--- config.mk ---
export PLATFORM = sky130hd
export DESIGN_NAME = cpu_clk_switch
export DESIGN_NICKNAME = d
export VERILOG_FILES = /design/src/rtl/cpu_clk_pkg.sv /design/src/rtl/cpu_clk_switch_sel_debounce.sv /design/src/rtl/cpu_clk_switch.sv
export SDC_FILE = /design/constraint.sdc
export NUM_CORES = 1
export LEC_CHECK = 0
export ABC_AREA = 1
export ABC_CLOCK_PERIOD_IN_PS = 2200
export BUFFER_PORTS_ARGS = -buffer_cell sky130_fd_sc_hd__buf_2
export CAP_MARGIN = 25
export CORE_ASPECT_RATIO = 0.75
export CORE_UTILIZATION = 45
export DETAILED_ROUTE_END_ITERATION = 8
export PLACE_DENSITY_LB_ADDON = 0.1
export SLEW_MARGIN = 0
export SYNTH_ARGS = -nofsm -noshare
export SYNTH_HDL_FRONTEND = slang
export SYNTH_HIERARCHICAL = 1
export SYNTH_SLANG_ARGS = --single-unit
--- constraint.sdc ---
create_clock -name C100M -period 2.2 [get_ports C100M]
set_input_delay 0.44 -clock C100M [delete_from_list [all_inputs] [get_ports C100M]]
set_output_delay 0.44 -clock C100M [all_outputs]
set_load 0.1 [all_outputs]
--- src/rtl/cpu_clk_pkg.sv ---
// cpu_clk_pkg: shared defaults and packed half-period lookup for the CPU clock switch
package cpu_clk_pkg;
  localparam int HP_MAX_W = 2048;
  localparam logic [31:0] DEF_HALF_PERIODS = 32'h07_04_02_01;
  localparam int DEF_DEBOUNCE_CYCLES = 2000000;
  typedef logic [HP_MAX_W-1:0] hp_vec_t;
  function automatic logic [7:0] get_half(input hp_vec_t hp, input int unsigned mode);
    logic [7:0] h;
    h = hp[8*mode +: 8];
    return (h == 8'd0) ? 8'd1 : h;
  endfunction
endpackage

--- src/rtl/cpu_clk_switch_sel_debounce.sv ---
// sel_debounce: 2-FF synchronised selector with stability counter and range flag
module sel_debounce #(
  parameter int W = 2,
  parameter int NUM_MODES = 4,
  parameter int DEBOUNCE_CYCLES = 16,
  parameter logic [W-1:0] RESET_VAL = '1
) (
  input  logic         clk,
  input  logic         rst,
  input  logic [W-1:0] sel_i,
  output logic [W-1:0] stable_o,
  output logic         err_o
);
  localparam int CW = $clog2(DEBOUNCE_CYCLES + 1);
  logic [W-1:0] s1_q, s2_q, cand_q, cand_d, stable_q, stable_d;
  logic [CW-1:0] cnt_q, cnt_d;
  logic in_range;
  assign in_range = 32'(cand_q) < NUM_MODES;
  always_ff @(posedge clk or posedge rst)
    if (rst) begin
      s1_q     <= RESET_VAL;
      s2_q     <= RESET_VAL;
      cand_q   <= RESET_VAL;
      stable_q <= RESET_VAL;
      cnt_q    <= '0;
    end else begin
      s1_q     <= sel_i;
      s2_q     <= s1_q;
      cand_q   <= cand_d;
      stable_q <= stable_d;
      cnt_q    <= cnt_d;
    end
  // out-of-range candidates never count, so they can never reach stable
  always_comb begin
    cand_d   = cand_q;
    stable_d = stable_q;
    cnt_d    = cnt_q;
    if (s2_q != cand_q) begin
      cand_d = s2_q;
      cnt_d  = '0;
    end else if (cand_q != stable_q && in_range) begin
      stable_d = (cnt_q == CW'(DEBOUNCE_CYCLES - 1)) ? cand_q : stable_q;
      cnt_d    = (cnt_q == CW'(DEBOUNCE_CYCLES - 1)) ? '0 : cnt_q + CW'(1);
    end
  end
  assign stable_o = stable_q;
  assign err_o    = !in_range;
endmodule

--- src/rtl/cpu_clk_switch.sv ---
// cpu_clk_switch: runt-free multi-speed CPU clock from C100M, retimed only when the bus is idle.
// Define CPU_SPEED_LOCK_EN to add a LOCK input that holds off speed commits.
module cpu_clk_switch
  import cpu_clk_pkg::*;
#(
  parameter int NUM_MODES = 4,
  parameter logic [8*NUM_MODES-1:0] HALF_PERIODS = (8*NUM_MODES)'(DEF_HALF_PERIODS),
  parameter int DEBOUNCE_CYCLES = DEF_DEBOUNCE_CYCLES,
  parameter int RESET_MODE = NUM_MODES - 1
) (
  input  logic                         C100M,
  input  logic                         RESET,
`ifdef CPU_SPEED_LOCK_EN
  input  logic                         LOCK,
`endif
  input  logic [$clog2(NUM_MODES)-1:0] SPEED_SEL,
  input  logic                         AS_CPU_n,
  input  logic                         DTACK_CPU_n,
  output logic                         CLK_OUT,
  output logic                         CLK_RISE,
  output logic [$clog2(NUM_MODES)-1:0] ACTIVE_MODE,
  output logic                         SWITCH_PENDING,
  output logic                         SWITCH_STROBE,
  output logic                         SEL_ERR
);
  localparam int MODE_W = $clog2(NUM_MODES);
  localparam hp_vec_t HP = hp_vec_t'(HALF_PERIODS);
  localparam logic [MODE_W-1:0] RST_MODE = MODE_W'(RESET_MODE);
  logic as_s1_q, as_q, dt_s1_q, dt_q, lock;
  logic [7:0] phase_q, phase_d, half;
  logic clk_q, clk_d, rise_q, rise_d, pend_q, pend_d, strobe_q, strobe_d;
  logic [MODE_W-1:0] active_q, active_d, stable;
  logic last, commit;
`ifdef CPU_SPEED_LOCK_EN
  logic lk_s1_q, lk_q;
  always_ff @(posedge C100M or posedge RESET)
    if (RESET) {lk_s1_q, lk_q} <= 2'b00;
    else {lk_s1_q, lk_q} <= {LOCK, lk_s1_q};
  assign lock = lk_q;
`else
  assign lock = 1'b0;
`endif
  sel_debounce #(
    .W(MODE_W),
    .NUM_MODES(NUM_MODES),
    .DEBOUNCE_CYCLES(DEBOUNCE_CYCLES),
    .RESET_VAL(RST_MODE)
  ) u_deb (
    .clk(C100M),
    .rst(RESET),
    .sel_i(SPEED_SEL),
    .stable_o(stable),
    .err_o(SEL_ERR)
  );
  assign half = get_half(HP, 32'(active_q));
  // a mode change lands only on the last low cycle, so the rising edge starts a full new-rate phase
  always_comb begin
    last     = phase_q == half - 8'd1;
    commit   = pend_q && !clk_q && last && as_q && dt_q && !lock;
    phase_d  = last ? 8'd0 : phase_q + 8'd1;
    clk_d    = clk_q ^ last;
    rise_d   = last && !clk_q;
    active_d = commit ? stable : active_q;
    strobe_d = commit;
    pend_d   = stable != active_d;
  end
  always_ff @(posedge C100M or posedge RESET)
    if (RESET) begin
      as_s1_q  <= 1'b1;
      as_q     <= 1'b1;
      dt_s1_q  <= 1'b1;
      dt_q     <= 1'b1;
      phase_q  <= 8'd0;
      clk_q    <= 1'b0;
      rise_q   <= 1'b0;
      active_q <= RST_MODE;
      pend_q   <= 1'b0;
      strobe_q <= 1'b0;
    end else begin
      as_s1_q  <= AS_CPU_n;
      as_q     <= as_s1_q;
      dt_s1_q  <= DTACK_CPU_n;
      dt_q     <= dt_s1_q;
      phase_q  <= phase_d;
      clk_q    <= clk_d;
      rise_q   <= rise_d;
      active_q <= active_d;
      pend_q   <= pend_d;
      strobe_q <= strobe_d;
    end
  assign CLK_OUT        = clk_q;
  assign CLK_RISE       = rise_q;
  assign ACTIVE_MODE    = active_q;
  assign SWITCH_PENDING = pend_q;
  assign SWITCH_STROBE  = strobe_q;
endmodule

Yosys cells after proc, flatten, opt, wreduce, memory -nomap -nowiden. Index checks and enable logic that the tools add are counted. Widths: inputs -> output; s select.

Output and inout bits: 7. Flip-flop bits (word level): 47. Input bits: 6. Word-level logic and storage cells: 41.

Shift-type cells: 1. Multiplexer cells: 6. Reduce and logical (&&, ||, !) cells: 9. Equal/unequal tests: 5. Bitwise operators: 2. $add $sub $neg: 3.

Operator list (number): $shiftx 2048x6->8 const A (1); $mux 21 (3); $add 21x1->21 const B (1); $eq 21x21->1 const B (1); $mux 8 (2); $add 8x1->8 const B (1); $eq 8x8->1 (1); $logic_not 8->1 (1); $sub 8x1->8 const B (1); $ne 2x2->1 (3); $logic_and 1x1->1 (5); $reduce_and 3->1 (1); $mux 2 (1); $reduce_bool 2->1 (1); $logic_not 1->1 (1); $not 1->1 (1); $xor 1x1->1 (1).

Logic depth before layout (Yosys ltp).
Depth after elaboration: 10. Depth in mapped cells: 13. Depth with buffers taken out: 13.

By module. Netlist, hierarchy kept.

By module, submodules not included: sel_debounce (cells each 242, area an instance 1719.1 um^2, instances 1); cpu_clk_switch (cells each 114, area an instance 930.9 um^2, instances 1).

Worst setup path before layout. Ideal clock, no wire load.

Kind: register to register. Start point: reg active_q[0] (netlist: ACTIVE_MODE[0]). End point: reg clk_q (netlist: CLK_OUT). Cell stages (with the launch flop): 13. Data arrival time: 2.257 ns. Required time: 2.137 ns. Setup time: 0.063 ns. Setup slack: -0.120 ns. Cells stage by stage: dfstp_2 > inv_1 > ha_1 > inv_1 > nand2_1 > nand2_1 > inv_1 > nand2_1 > nor2_2 > nand3_1 > inv_1 > ha_1 > inv_1.

Cells in the longest elaborated chain, start to end: 6.

RTL lines: from (decl) (line cpu_clk_switch.sv:32) `logic [MODE_W-1:0] active_q, active_d, stable;`; from (signal assigned) (line cpu_clk_switch.sv:87) `active_q <= active_d;`; $shiftx 2048x6->8 (*) (line cpu_clk_pkg.sv:9) `h = hp[8*mode +: 8];`; $logic_not 8->1 (line cpu_clk_pkg.sv:10) `return (h == 8'd0) ? 8'd1 : h;`; $mux 8 (*) (line cpu_clk_pkg.sv:10); $sub 8x1->8 (*) (line cpu_clk_switch.sv:58) `last = phase_q == half - 8'd1;`; $eq 8x8->1 (*) (line cpu_clk_switch.sv:58); $xor 1x1->1 (*) (line cpu_clk_switch.sv:61) `clk_d = clk_q ^ last;`; via clk_d (line cpu_clk_switch.sv:31) `logic clk_q, clk_d, rise_q, rise_d, pend_q, pend_d, strobe_q, strobe_d;`; to (signal assigned) (line cpu_clk_switch.sv:85) `clk_q <= clk_d;`; to (decl) (line cpu_clk_switch.sv:31).

Mark *: on every way through the listed nets, which the timed path passes. The rest lies on a longest branch. A chain may end at the register's enable or synchronous reset.

Worst setup path in the final report.
Start point: reg active_q[0] (netlist: ACTIVE_MODE[0]). End point: reg pend_q (netlist: SWITCH_PENDING).

Cells in the longest elaborated chain, start to end: 10.

RTL lines: $shiftx 2048x6->8 (line cpu_clk_pkg.sv:9); $logic_not 8->1 (line cpu_clk_pkg.sv:10); $mux 8 (line cpu_clk_pkg.sv:10); $sub 8x1->8 (line cpu_clk_switch.sv:58); $eq 8x8->1 (line cpu_clk_switch.sv:58); $logic_and 1x1->1 (3 in series) (line cpu_clk_switch.sv:59) `commit = pend_q && !clk_q && last && as_q && dt_q && !lock;`; $mux 2 (*) (line cpu_clk_switch.sv:63) `active_d = commit ? stable : active_q;`; $ne 2x2->1 (*) (line cpu_clk_switch.sv:65) `pend_d = stable != active_d;`; via pend_d (line cpu_clk_switch.sv:31); to (signal assigned) (line cpu_clk_switch.sv:88) `pend_q <= pend_d;`; to (decl) (line cpu_clk_switch.sv:31).

Marked as above.

==> flow_metrics.py <==
metrics = {
    "critical_path": {
        "timing.critical_path.buf_inv": 4,
        "worst_ep_arrival_time_ns": 2.13,
        "timing.critical_path.max_delay_family": "flip-flops",
        "timing.critical_path.slowest_cell_delay_ns": 0.65,
        "worst_ep_required_time_ns": 2.39,
        "cp_cell_sequence": "inv_1 -> ha_1 -> inv_1 -> nand2_1 -> nand2_1 -> inv_1 -> nand2_1 -> nor2_2 -> nand4_4 -> nand3_1 -> nand2_1 -> inv_1 -> nand2_1",
        "path_type_of_the_worst_setup_path": "reg -> reg",
        "critical_path.most_common_cell": "nand2_1",
        "cp-start-kind": "flip-flop",
        "critical_path_peak_fanout": 9,
        "cp-end-kind": "flip-flop",
        "cpMaxStageDelayCell": "dfstp_4",
    },
    "logic_synthesis": {
        "ys.flop_type": "dfrtp_1",
        "synth-warning-count": 6,
        "synth_most_common_cell": "nand2_1",
        "post-synth-top-area-cell": "dfrtp_1",
        "post_syn_area_um2": 2650,
        "post_synth_num_cell_types": 31,
        "asr_flop_ratio_synth_pct": 100,
        "most_frequent_cells_after_synthesis": "nand2_1, inv_1, nor2_1",
        "synth.yosys.seq_area_share_pct": 45.0,
        "synth.ff_latch_count": 47,
        "avgSynthCellArea_um2": 7.44,
        "synth_edf_count": 0,
        "mapped_nets": 368,
        "synth_cells": 356,
        "netlist.area_leader.share_pct": 31.2,
        "synth.area.top_cells": "dfrtp_1, dfstp_2, nand2_1",
    },
    "global_routing": {
        "global_route.overflow_total": 0,
        "first_pass_grt_wire_length_um": 9100,
        "top_usage_layer": "met1",
        "track_usage_pct": 19.3,
        "grt_start_max_net_pins": 30,
        "antenna_found_initial": 0,
        "grtUsageMet1_pct": 29.8,
        "use_met2_pct": 26.7,
        "use_met3_pct": 4.33,
        "via_count_of_the_first_global_routing_pass": 1855,
    },
    "timing": {
        "maxClockFrequency_mhz": 517,
        "timing.final.max_slew_violations": 0,
        "timing_hold_violations_final": 0,
        "finalSetupViolCount": 0,
        "rsz_0062_raised_after_global_routing": "false",
        "skew_ns": 0.00763,
        "worst_pin_slew_ns": 0.725,
        "totalNegativeSetupSlack_ns": 0,
        "relSlewSlack_pct": 51.6,
        "timing.final.crit_period_ns": 1.93,
        "finalCritPeriodShare_pct": 87.8,
    },
    "floorplanning": {
        "die_area_um2": 6200,
        "row_count": 23,
        "floorplan.initialDensity_pct": 48.2,
        "floorplan.die.width_um": 90.6,
        "overall_die_height_um": 68.5,
        "io_pins": 13,
        "floorplan.core_area_um2": 5500,
    },
    "cells_and_area": {
        "drive_gt1_share_pct": 15.4,
        "finalInstanceArea_um2": 2900,
        "antennaDiodeCount": 0,
        "nNetsFinal": 382,
        "fill_cells": 537,
        "areaGrowthSynthToFinish_pct": 9.35,
    },
    "cts": {
        "numCtsBuffers": 5,
        "h_tree_depth": 2,
        "cts.sink_count": 47,
        "hold_buffers": 0,
        "cts_buffer_depth": 2,
        "clk_root_buffer_cell": "clkbuf_8",
        "cts_resized": 0,
        "cts.reportedPaths.clkPinSlew_ns": 0.09,
        "clock_latency_ns": 0.29,
        "cts_tree": "yes",
        "cts_setup_buffers": 0,
    },
    "route": {
        "postRouteWirelength_um": 5140,
        "first_pass_iters": 4,
        "avgViaCountPerCell": 4.70,
        "antenna_violating_nets_post_route": 0,
        "route.detailed.drc": 0,
        "routed_vias": 2097,
        "route.detailed.wl_per_inst_um": 11.5,
        "detail_route.iter0.violations": 140,
    },
    "pwr": {
        "static-leakage-power_nw": 1.46,
        "totalPowerFinal_mw": 1.60,
        "vdd.ir_drop.worst_mv": 0.342,
        "power_per_cell_area_nw_per_um2": 553,
    },
    "placed_design": {
        "place.port_buffers": 11,
        "hpwlAfterDp_um": 3920,
        "postPlaceCellArea_um2": 2790,
        "globalplace.congestion": 0.847,
    },
    "run": {
        "drv.max_cap_violation_count": 0,
    },
    "run_status": {
        "result_of_the_run": "finished, final reports clean",
    },
    "min_path": {
        "timing.hold.worst.class": "in -> async",
    },
}
## registers in the layout (all words and copies together), names as in the netlist
signal and flops:
ACTIVE_MODE 2, CLK_OUT 1, CLK_RISE 1, SWITCH_PENDING 1, SWITCH_STROBE 1, as_q 1
as_s1_q 1, dt_q 1, dt_s1_q 1, phase_q 8, u_deb/cand_q 2, u_deb/cnt_q 21
u_deb/s1_q 2, u_deb/s2_q 2, u_deb/stable_o 2
## worst paths after layout
path / start / end / slack (ns) / cells past startpoint
setup / recovery: ACTIVE_MODE[0] / SWITCH_PENDING / 0.27 / 13
setup reg to reg: ACTIVE_MODE[0] / SWITCH_PENDING / 0.27 / 13
hold reg to reg: u_deb/s1_q[0] / u_deb/s2_q[0] / 0.36 / 0
hold / removal: RESET / u_deb/cnt_q[1] / 0.21 / 3
max in group asynchronous: RESET / phase_q[7] / 1.47 / 2
min in group C100M: SPEED_SEL[1] / u_deb/s1_q[1] / 0.23 / 1
## per-layer routing
metal | share of wire, % | vias to the layer above
met5 | 0 | -
li1 | - | 1120
met2 | 38 | 34
met4 | 0.58 | 0
met1 | 56 | 941
met3 | 4.7 | 2
## through the flow
stage                     util, %  setup slack, ns  instances  hold WS, ns
final                        52.7            0.267        446        0.213
after detailed placement     50.7            0.273        438        0.348
after global routing         52.7           0.0768        446        0.204
after floorplan                 -           0.0213        356        0.345
after CTS                    52.7            0.244        446        0.206
after global placement       50.7            0.324        438        0.346
## placed cells by master, fill, tap and decap left out, types with 2 or more instances in the layout
cell type	n
clkinv_1	2
o21ai_1	7
inv_2	5
nand2_1	96
dfrtp_1	33
buf_2	11
nand3b_1	2
nor2_1	43
dfstp_2	12
nand4_1	14
o21ai_0	8
nand2_2	4
nand3_2	3
nand3_1	20
inv_1	62
dfstp_4	2
clkbuf_8	5
a21oi_1	6
ha_1	6
buf_4	2
nor3_1	4
xor2_1	7
nor2_2	6
## power breakdown
part	switching, mW	internal, mW	leakage [nW]
sequential	0.00863	0.883	0.599
combinational	0.0654	0.0187	0.801
clock	0.288	0.338	0.0581
## cells by family after synthesis
| group | count (synthesis) | share of synthesized area [%] |
|---|---|---|
| AND/OR/NAND/NOR | 198 | 34.3 |
| buffers and inverters | 75 | 11.1 |
| flip-flops | 47 | 45.0 |
| AO/OA/AOI/OAI | 22 | 4.25 |
| XOR/XNOR | 7 | 2.31 |
| adder cells (fa/ha/maj) | 6 | 2.83 |
| other | 1 | 0.142 |
## worst min-delay path, cell delays in order
cell and delay, ns:
buf_2 0.10, inv_1 0.04, buf_4 0.33
## final cells by class
cell class | count | area, µm² | area share [%]
sequential | 47 | 1200 | 41.5
multi-input combinational | 234 | 1160 | 40.1
inverter | 69 | 259 | 8.94
tap | 75 | 93.8 | 3.24
timing repair buffer | 13 | 70.1 | 2.42
clock buffer | 5 | 68.8 | 2.37
clock inverter | 3 | 43.8 | 1.51
Power figures use the tool's default switching activity.
